### config.mk
export PLATFORM = sky130hd
export DESIGN_NAME = updown_counter_param_flat
export DESIGN_NICKNAME = d
export VERILOG_FILES = /design/src/rtl/updown_counter_param_if.sv /design/src/rtl/updown_counter_param.sv /design/src/flat_wrapper.sv
export SDC_FILE = /design/constraint.sdc
export NUM_CORES = 1
export LEC_CHECK = 0
export ABC_AREA = 0
export ABC_CLOCK_PERIOD_IN_PS = 3800
export CAP_MARGIN = 10
export CORE_ASPECT_RATIO = 1.4
export CORE_MARGIN = 2
export CORE_UTILIZATION = 55
export CTS_BUF_LIST = sky130_fd_sc_hd__clkbuf_8
export CTS_CLUSTER_DIAMETER = 60
export CTS_CLUSTER_SIZE = 10
export DETAILED_ROUTE_END_ITERATION = 6
export GPL_TIMING_DRIVEN = 0
export PLACE_DENSITY = 0.88
export SYNTH_ARGS = -nofsm -noshare
export SYNTH_HDL_FRONTEND = slang
export SYNTH_SLANG_ARGS = --single-unit
### constraint.sdc
create_clock -name clk -period 3.8 [get_ports clk]
set_input_delay 0.76 -clock clk [delete_from_list [all_inputs] [get_ports clk]]
set_output_delay 0.76 -clock clk [all_outputs]
set_load 0.01 [all_outputs]
### src/rtl/updown_counter_param_if.sv
// Control and status bundle for updown_counter_param.
// The master side issues commands and the slave side (the counter) returns count and flags.
interface updown_counter_param_if #(
  parameter int WIDTH = 8
);
  logic             clr;
  logic             ld;
  logic             en;
  logic             mode;
  logic             sat;
  logic [WIDTH-1:0] step;
  logic [WIDTH-1:0] d_in;
  logic [WIDTH-1:0] count;
  logic             tc;
  logic             ovf;
  logic             udf;

  modport master (
    output clr, ld, en, mode, sat, step, d_in,
    input  count, tc, ovf, udf
  );

  modport slave (
    input  clr, ld, en, mode, sat, step, d_in,
    output count, tc, ovf, udf
  );
endinterface

### src/rtl/updown_counter_param.sv
// Parametrised up/down counter with modulus MAX+1, programmable step, wrap/saturate
// boundary handling, and single-cycle overflow/underflow pulses.
module updown_counter_param #(
  parameter int WIDTH       = 8,
  parameter int MAX         = 255,
  parameter int SAT_DEFAULT = 0
) (
  input  logic                  clk,
  input  logic                  rst,
  updown_counter_param_if.slave bus
);
  localparam logic [WIDTH-1:0] MAX_V = WIDTH'(MAX);
  localparam logic [WIDTH:0]   MOD_V = (WIDTH+1)'(MAX + 1);

  if (MAX < 1 || MAX > (2**WIDTH) - 1 || (SAT_DEFAULT != 0 && SAT_DEFAULT != 1)) begin : g_bad_param
    $error("updown_counter_param: illegal MAX or SAT_DEFAULT");
  end

  logic [WIDTH-1:0] count_q, count_d;
  logic             ovf_q, ovf_d;
  logic             udf_q, udf_d;

  logic [WIDTH-1:0] s;
  logic [WIDTH:0]   sum_up;
  logic [WIDTH-1:0] wrap_up;
  logic [WIDTH-1:0] wrap_dn;

  always_comb begin
    s       = (bus.step > MAX_V) ? MAX_V : bus.step;
    // Sums kept one bit wider so count+s never truncates before the MAX compare.
    sum_up  = {1'b0, count_q} + {1'b0, s};
    wrap_up = WIDTH'(sum_up - MOD_V);
    wrap_dn = WIDTH'({1'b0, count_q} + MOD_V - {1'b0, s});

    count_d = count_q;
    ovf_d   = 1'b0;
    udf_d   = 1'b0;
    if (bus.clr) begin
      count_d = '0;
    end else if (bus.ld) begin
      count_d = (bus.d_in > MAX_V) ? MAX_V : bus.d_in;
    end else if (bus.en) begin
      if (bus.mode) begin
        if (sum_up > {1'b0, MAX_V}) begin
          ovf_d   = 1'b1;
          count_d = bus.sat ? MAX_V : wrap_up;
        end else begin
          count_d = sum_up[WIDTH-1:0];
        end
      end else begin
        if (s > count_q) begin
          udf_d   = 1'b1;
          count_d = bus.sat ? '0 : wrap_dn;
        end else begin
          count_d = count_q - s;
        end
      end
    end
  end

  always_ff @(posedge clk or posedge rst) begin
    if (rst) begin
      count_q <= '0;
      ovf_q   <= 1'b0;
      udf_q   <= 1'b0;
    end else begin
      count_q <= count_d;
      ovf_q   <= ovf_d;
      udf_q   <= udf_d;
    end
  end

  assign bus.count = count_q;
  assign bus.ovf   = ovf_q;
  assign bus.udf   = udf_q;
  assign bus.tc    = bus.mode ? (count_q == MAX_V) : (count_q == '0);
endmodule

### src/flat_wrapper.sv
// flat-port wrapper written by rule: the top's interface ports become plain ports
module updown_counter_param_flat 
#(
  parameter int WIDTH       = 8,
  parameter int MAX         = 255,
  parameter int SAT_DEFAULT = 0
)
  (clk, rst, bus_clr, bus_ld, bus_en, bus_mode, bus_sat, bus_step, bus_d_in, bus_count, bus_tc, bus_ovf, bus_udf);
  updown_counter_param_if #(.WIDTH(WIDTH)) bus_i ();
  input  logic clk;
  input  logic rst;
  input wire logic [$bits(bus_i.clr)-1:0] bus_clr;
  input wire logic [$bits(bus_i.ld)-1:0] bus_ld;
  input wire logic [$bits(bus_i.en)-1:0] bus_en;
  input wire logic [$bits(bus_i.mode)-1:0] bus_mode;
  input wire logic [$bits(bus_i.sat)-1:0] bus_sat;
  input wire logic [$bits(bus_i.step)-1:0] bus_step;
  input wire logic [$bits(bus_i.d_in)-1:0] bus_d_in;
  output wire logic [$bits(bus_i.count)-1:0] bus_count;
  output wire logic [$bits(bus_i.tc)-1:0] bus_tc;
  output wire logic [$bits(bus_i.ovf)-1:0] bus_ovf;
  output wire logic [$bits(bus_i.udf)-1:0] bus_udf;
  assign bus_i.clr = bus_clr;
  assign bus_i.ld = bus_ld;
  assign bus_i.en = bus_en;
  assign bus_i.mode = bus_mode;
  assign bus_i.sat = bus_sat;
  assign bus_i.step = bus_step;
  assign bus_i.d_in = bus_d_in;
  assign bus_count = bus_i.count;
  assign bus_tc = bus_i.tc;
  assign bus_ovf = bus_i.ovf;
  assign bus_udf = bus_i.udf;
  updown_counter_param #(.WIDTH(WIDTH), .MAX(MAX), .SAT_DEFAULT(SAT_DEFAULT)) u_core (.clk(clk), .rst(rst), .bus(bus_i));
endmodule
* After elaboration in Yosys (flattened, before gate mapping)
Index checks and enable logic that the tools add are counted.
** Operators by class
- Mux-type cells :: 21
- Bitwise operators :: 0
- Shift-type cells :: 0
- $lt $le $gt $ge :: 4
- Equality and inequality tests :: 1
- Multiply operators :: 0
- $add $sub $neg :: 5
- Divide/modulo/power cells :: 0
- Reduce and logical (&&, ||, !) cells :: 2
** Operators by type and width (number)
- 2-to-1 mux 8 bit :: 10
- greater-than comparator 8 bit, second input constant :: 2
- subtractor 8 bit :: 2
- 2-to-1 mux 1 bit :: 11
- adder 8 x 8 -> 9 bit :: 1
- greater-than comparator 9 x 8 -> 1 bit, second input constant :: 1
- adder 8 x 1 -> 8 bit, second input constant :: 1
- == test 8 bit, second input constant :: 1
- greater-than comparator 8 bit :: 1
- zero test 8 bit :: 1
- subtractor 8 x 1 -> 8 bit, second input constant :: 1
- nonzero test 3 bit :: 1
** Word-level totals
- Bits in latches :: 0
- Memory bits (writable) :: 0
- Register bits after elaboration :: 10
- Memories kept :: 0
- Logic and storage cells :: 36
- ROM bits :: 0
- Output and inout port bits :: 11
- Input bits :: 23

* Logic depth before layout (Yosys ltp)
Gate-level depths: netlist (run 1).
- Depth after elaboration :: 10
- Gate-level depth with buffers :: 10

* Worst setup path after synthesis (run 1)
Ideal clock, no wire load.
- Path kind :: input -> register
- Start point :: input port bus_step[0]
- End point :: register u_core.count_q[5], in the netlist u_core.bus.count[5]
- Stages on the path :: 9
- Required time :: 3679 ps
- Arrival :: 2610 ps
- Buffers on the path :: 0
- Setup slack :: 1069 ps
- Setup time :: 121 ps
- Path through :: ha_1 -> inv_1 -> fa_1 -> a211oi_1 -> o21a_1 -> nor2_1 -> o31a_1 -> a221o_1 -> a22o_1
** On the way
- Longest elaborated chain between the ends :: 10
- Elaborated cells between the ends (all ways) :: 16
** Ends and longest elaborated chain
- from (decl) :: line flat_wrapper.sv:17 : input wire logic [$bits(bus_i.step)-1:0] bus_step;
- greater-than comparator 8 bit :: line updown_counter_param.sv:29 : s = (bus.step > MAX_V) ? MAX_V : bus.step;
- 2-to-1 mux 8 bit * :: line updown_counter_param.sv:29
- adder 8 x 8 -> 9 bit :: line updown_counter_param.sv:31 : sum_up = {1'b0, count_q} + {1'b0, s};
- subtractor 8 x 1 -> 8 bit :: line updown_counter_param.sv:32 : wrap_up = WIDTH'(sum_up - MOD_V);
- 2-to-1 mux 8 bit :: line updown_counter_param.sv:46 : count_d = bus.sat ? MAX_V : wrap_up;
- 2-to-1 mux 8 bit :: line updown_counter_param.sv:44 : if (sum_up > {1'b0, MAX_V}) begin
- 2-to-1 mux 8 bit * :: line updown_counter_param.sv:43 : if (bus.mode) begin
- 2-to-1 mux 8 bit * :: line updown_counter_param.sv:42 : end else if (bus.en) begin
- 2-to-1 mux 8 bit * :: line updown_counter_param.sv:40 : end else if (bus.ld) begin
- 2-to-1 mux 8 bit * :: line updown_counter_param.sv:38 : if (bus.clr) begin
- to (signal assigned) :: line updown_counter_param.sv:67 : count_q <= count_d;
- to (decl) :: line updown_counter_param.sv:19 : logic [WIDTH-1:0] count_q, count_d;
Mark *: on every way between the ends. The rest lies on a longest branch, timed or not. The select of a mux whose other input is x is not followed.
A chain may end at the register's enable or synchronous reset.

* Worst setup path in the final report (run 1)
- Start point :: input port bus_mode
- End point :: output port bus_tc
** On the way
- Longest elaborated chain between the ends :: 1
** Ends and longest elaborated chain
- from (decl) :: line flat_wrapper.sv:15 : input wire logic [$bits(bus_i.mode)-1:0] bus_mode;
- 2-to-1 mux 1 bit :: line updown_counter_param.sv:76 : assign bus.tc = bus.mode ? (count_q == MAX_V) : (count_q == '0);
- to (decl) :: line flat_wrapper.sv:20 : output wire logic [$bits(bus_i.tc)-1:0] bus_tc;
No other way between the ends.

==> out/qor.yml, run 1 <==
vias_per_cell: 6.25
drv_cap: 0
cp-start-kind: "primary input"
setup_violations: 0
place.gp.congestion: 0.885
cts_sinks: 10
r2r_slack_ns: 1.04
core_um2: 2360
async_reset_ff_share_pct: 100
drt_iter0_drc: 56
clkTransAtPathRegs_ns: 0.05
layout.nets: 251
die_y_um: 62.8
wl_per_cell_um: 16.3
die_w_um: 46.0
dieArea_um2: 2890
grt_start_max_net_pins: 11
grt_overflow_total: 0
end_kind: "output port"
cts-root-buf: "clkbuf_8"
antenna_cells: 0
min_path_cells: 2
post-route-period-util_pct: 91.3
critPathSlowestCell: "clkdlybuf4s50_1"
rsz0062_at_grt: "false"
crit_chain: "clkdlybuf4s50_1 > clkbuf_1 > nand4_1 > o31ai_1 > clkdlybuf4s50_1"
postCtsSetupRepairBufs: 0
synth_edf_count: 0
min_path_type: "reg -> reg"
p_leak_uw: 0.000775
grt_pass1_wl_mm: 6.24
peakVddDrop_mv: 0.193
layout_common_cells: "32 x clkdlybuf4s50_1, 17 x inv_1, 16 x ha_1"
finClkSkew_ns: 0.00326
worst-path-max-fanout: 10
setup.worst_path.end: "bus_tc"
met1_usage_pct: 32.1
finalNonFillerCells: 232
synth_area_per_cell_um2: 7.85
syn_nets: 214
tightest_slew_ns: 0.776
grt_use_total_pct: 28.8
critPathTopFamily: "buffers and inverters"
htree_num_levels: 1
r2r_end: "u_core.bus.count[5]$_DFFE_PP0P_"
ctsResizeCount: 0
ys.warnings.count: 0
arrival_ns: 2.71
num_rows: 21
drc: 0
clk_path_buf_depth: 2
ys.flop_type: "dfrtp_1"
vias: 1451
use_met2_pct: 49.0
io_buffers: 32
reg2reg_from: "u_core.bus.count[0]$_DFFE_PP0P_"
netlist_area_um2: 1360
ys_seq_area_share_pct: 18.4
yosysUniqueCellTypes: 52
final_hold_viol_count: 0
cp_num_cells: 5
crit_type: "in -> out"
cts_tree: "built"
io_pins: 34
tns_ns: 0
min_period_ns: 3.47
top_usage_layer: "met2"
ctsHoldBuffers: 0
cp-startpoint: "bus_mode"
start_util_pct: 57.5
layout-drive-gt1-share_pct: 6.22
clk_latency_ns: 0.25
slew_headroom_pct: 47.9
crit_required_ns: 3.04
grt_pass1_vias: 1429
wl_mm: 3.78
antenna_found_initial: 0
synthCells: 173
ys_seq_elements: 10
dp_hpwl_mm: 3.02
cts_buffers: 3
finalMaxSlewViolations: 0
r2r_cells: 10
syn_to_final_growth_pct: 29.7
drt_pass1_iterations: 4
max_stage_delay_ns: 0.58
drt.antenna.violating_nets: 0
dp_cells: 228
final_common_cell: "clkdlybuf4s50_1"
critPathBufInv: 3
pwr_density_cell_nw_per_um2: 287
hp-start: "u_core.bus.count[6]$_DFFE_PP0P_"
use_met3_pct: 4.62
fmax_mhz: 288
status: "finished clean"
path_common_cell: "clkdlybuf4s50_1"
==> worst min-delay path by stage <==
stage	end	slack, ns
global route	u_core.bus.count[6]$_DFFE_PP0P_	0.69
finish	u_core.bus.count[6]$_DFFE_PP0P_	0.65
detailed placement	u_core.bus.count[6]$_DFFE_PP0P_	0.63
CTS	u_core.bus.count[6]$_DFFE_PP0P_	0.64
global placement	u_core.bus.count[3]$_DFFE_PP0P_	0.61
floorplan	u_core.bus.count[0]$_DFFE_PP0P_	0.60
==> stage by stage <==
stage          utilization (%)  hold slack (ns)  total power, uW  worst slack [ns]  cell area [um^2]
2_1_floorplan                -            0.600              283              1.07              1360
4_1_cts                   74.6            0.638              503             0.364              1760
6_report                  74.6            0.652              506             0.331              1760
3_3_place_gp              72.2            0.612              355             0.380              1710
3_5_place_dp              72.2            0.628              364             0.337              1710
5_1_grt                   74.6            0.694              536             0.267              1760
==> kinds of logic (layout without fill, tap and decap cells) <==
group | count (synthesis) | count (layout) | share of synthesized area (%)
and+or+nand+nor | 55 | 55 | 21.5
buffers and inverters | 25 | 61 | 7.37
DFF | 10 | 10 | 18.4
adders and majority gates | 18 | 18 | 17.7
xor gates and xnor gates | 6 | 6 | 3.87
AOI/OAI and AO/OA | 59 | 59 | 31.1
==> flip-flops by register name (all words and copies together) (netlist names) <==
register and cells:
u_core.bus.udf 1, u_core.bus.ovf 1, u_core.bus.count 8
==> synth_stat cells (all sizes together) (2+ instances only) <==
master	n	share of area [%]
nand2	11	3.0
nor2b	2	0.92
buf	3	1.3
o31ai	2	1.1
o21ai	9	3.3
clkbuf	5	1.4
nor4	2	0.92
a221oi	2	1.7
ha	16	15
nand2b	4	2.4
a22o	3	1.9
a211oi	2	1.1
nor3	6	2.2
a21oi	13	4.8
or3	3	1.7
fa	2	2.9
nor2	12	3.3
dfrtp	10	18
a32oi	2	1.3
xnor2	5	3.2
nand3	6	2.2
inv	17	4.7
o211ai	4	2.2
nand3b	3	1.7
o21a	4	2.2
a31oi	3	1.4
==> metal layers <==
layer / up-vias / routed length, um / part of all wire [%]
li1: 704 / - / -
met1: 674 / 1530 / 40
met2: 60 / 1930 / 51
met3: 13 / 191 / 5.0
met4: 0 / 130 / 3.4
met5: - / 0 / 0
==> cell type report <==
type                    instances  area [um^2]
clock buffers                   4         55.1
fillers                       199          602
flip-flops and latches         10          250
inverters                      17         63.8
multi-input cells             138         1010
well taps                      23         28.8
plain buffers                   8         36.3
repair buffers                 32          320
==> worst register-to-register path: stages (launching register included) <==
cell and delay, ns:
dfrtp_1 0.44, inv_1 0.10, ha_1 0.18, inv_1 0.06, fa_1 0.43, a211oi_1 0.28, o21a_1 0.19, nor2_1 0.08
o31a_1 0.34, a221o_1 0.36, a22o_1 0.19
==> power breakdown <==
part	leakage, uW	switching, uW	internal, uW
clock network	0.0000288	48.2	91.6
registers	0.000133	17.5	115
logic	0.000613	118	115
No activity file was read; power rests on OpenSTA's default activity.
==> run 2: changes to the inputs <==
ABC_CLOCK_PERIOD_IN_PS = not set   (was 3800)
GPL_ROUTABILITY_DRIVEN = 0   (was not set)
==> out/qor.yml, run 2 (synthesized netlist as in run 1, its figures left out) <==
layout_common_cells: "32 x clkdlybuf4s50_1, 17 x inv_1, 16 x ha_1"
vias: 1477  # +1.8%
post-route-period-util_pct: 90.4  # -0.89 points
layout-drive-gt1-share_pct: 6.22  # unchanged
r2r_cells: 10  # unchanged
drt.antenna.violating_nets: 0  # unchanged
critPathBufInv: 3  # unchanged
die_y_um: 62.8  # unchanged
finClkSkew_ns: 0.00337  # +0.000109 ns
cts-root-buf: "clkbuf_8"
reg2reg_from: "u_core.bus.count[0]$_DFFE_PP0P_"
worst-path-max-fanout: 10  # unchanged
critPathTopFamily: "buffers and inverters"
ctsResizeCount: 0  # unchanged
num_rows: 21  # unchanged
pwr_density_cell_nw_per_um2: 284  # -1.0%
max_stage_delay_ns: 0.58  # about the same
drv_cap: 0  # unchanged
fmax_mhz: 291  # +0.98%
end_kind: "output port"
crit_required_ns: 3.04  # about the same
arrival_ns: 2.68  # -0.03 ns
hp-start: "u_core.bus.count[3]$_DFFE_PP0P_"
antenna_cells: 0  # unchanged
antenna_found_initial: 0  # unchanged
r2r_slack_ns: 1.04  # about the same
wl_mm: 3.72  # -1.7%
vias_per_cell: 6.37  # +1.8%
tns_ns: 0  # unchanged
min_path_type: "reg -> reg"
peakVddDrop_mv: 0.158  # -18%
hold-path-endpoint: "u_core.bus.count[3]$_DFFE_PP0P_"
status: "finished clean"
largest_reg_flops: 8  # unchanged
slew_headroom_pct: 50.4  # +2.5 points
critPathSlowestCell: "clkdlybuf4s50_1"
grt_use_total_pct: 27.5  # -1.3 points
wl_per_cell_um: 16.0  # -1.7%
final_common_cell: "clkdlybuf4s50_1"
htree_num_levels: 1  # unchanged
final_hold_viol_count: 0  # unchanged
grt_start_max_net_pins: 11  # unchanged
finalMaxSlewViolations: 0  # unchanged
drt_iter0_drc: 42  # -25%
layout.nets: 251  # unchanged
start_util_pct: 57.5  # unchanged
setup_violations: 0  # unchanged
grt_overflow_total: 0  # unchanged
r2r_end: "u_core.bus.count[5]$_DFFE_PP0P_"
dieArea_um2: 2890  # unchanged
min_period_ns: 3.44  # -0.0337 ns
path_common_cell: "clkdlybuf4s50_1"
tightest_slew_ns: 0.739  # -0.0369 ns
clkTransAtPathRegs_ns: 0.05  # about the same
io_pins: 34  # unchanged
cts_tree: "built"
postCtsSetupRepairBufs: 0  # unchanged
drt_pass1_iterations: 4  # unchanged
total_power_uw: 501  # -1.0%
ctsHoldBuffers: 0  # unchanged
min_path_cells: 2  # unchanged
crit_chain: "clkdlybuf4s50_1 > clkbuf_1 > nand4_1 > o31ai_1 > clkdlybuf4s50_1"
die_w_um: 46.0  # unchanged
cts_sinks: 10  # unchanged
crit_type: "in -> out"
cts_buffers: 3  # unchanged
io_buffers: 32  # unchanged
grt_pass1_vias: 1423  # -0.42%
grt_pass1_wl_mm: 6.11  # -2.1%
rsz0062_at_grt: "false"
clk_path_buf_depth: 2  # unchanged
syn_to_final_growth_pct: 29.7  # unchanged
p_leak_uw: 0.000775  # unchanged
dp_hpwl_mm: 2.95  # -2.3%
cp-start-kind: "primary input"
clk_latency_ns: 0.24  # about the same
drc: 0  # unchanged
core_um2: 2360  # unchanged
==> run 2: final cells by class <==
class | count | area, um^2
plain buffers | 8 | 36.3
multi-input cells | 138 | 1010
repair buffers | 32 | 320
inverters | 17 | 63.8
well taps | 23 | 28.8
clock buffers | 4 | 55.1
flip-flops and latches | 10 | 250
fillers | 192 | 602
==> run 2: tightest hold or removal path, delay by kind of cell (launching register included) <==
kind	cells	cell delay, ns
AOI/OAI and AO/OA	1	0.09
DFF	1	0.45
and+or+nand+nor	1	0.08
==> run 2: power by group <==
| group | internal, uW | leakage (uW) | switching, uW |
|---|---|---|---|
| sequential | 115 | 0.000133 | 17.4 |
| combinational | 115 | 0.000613 | 118 |
| clock | 91.3 | 0.0000288 | 43.9 |
| total | 321 | 0.000775 | 179 |
==> run 2: how the worst max path moves through the flow <==
stage / startpoint / to / slack [ns] / cells past startpoint
floorplan: bus_step[0] / u_core.bus.count[5]$_DFFE_PP0P_ / 1.07 / 9
global placement: bus_step[0] / u_core.bus.count[5]$_DFFE_PP0P_ / 0.38 / 10
detailed placement: bus_step[0] / u_core.bus.count[5]$_DFFE_PP0P_ / 0.36 / 10
CTS: bus_mode / bus_tc / 0.43 / 5
global route: bus_mode / bus_tc / 0.30 / 5
finish: bus_mode / bus_tc / 0.36 / 5
==> run 2: stage by stage <==
stage               utilization (%)  std cells  hold slack, ns  setup slack (ns)  area, um^2
floorplan                         -        173           0.600              1.07        1360
global placement               72.2        228           0.611             0.378        1710
detailed placement             72.2        228           0.625             0.356        1710
CTS                            74.6        232           0.644             0.428        1760
global route                   74.6        232           0.697             0.297        1760
finish                         74.6        232           0.651             0.365        1760
==> run 2: layer usage <==
| metal | share of wire (%) | vias up | GRT usage [%] |
|---|---|---|---|
| met5 | 0 | - | 0 |
| met4 | 2.9 | 0 | 13.2 |
| met3 | 5.2 | 12 | 2.31 |
| met2 | 52 | 69 | 48.8 |
| met1 | 39 | 687 | 30.5 |
| li1 | - | 709 | - |
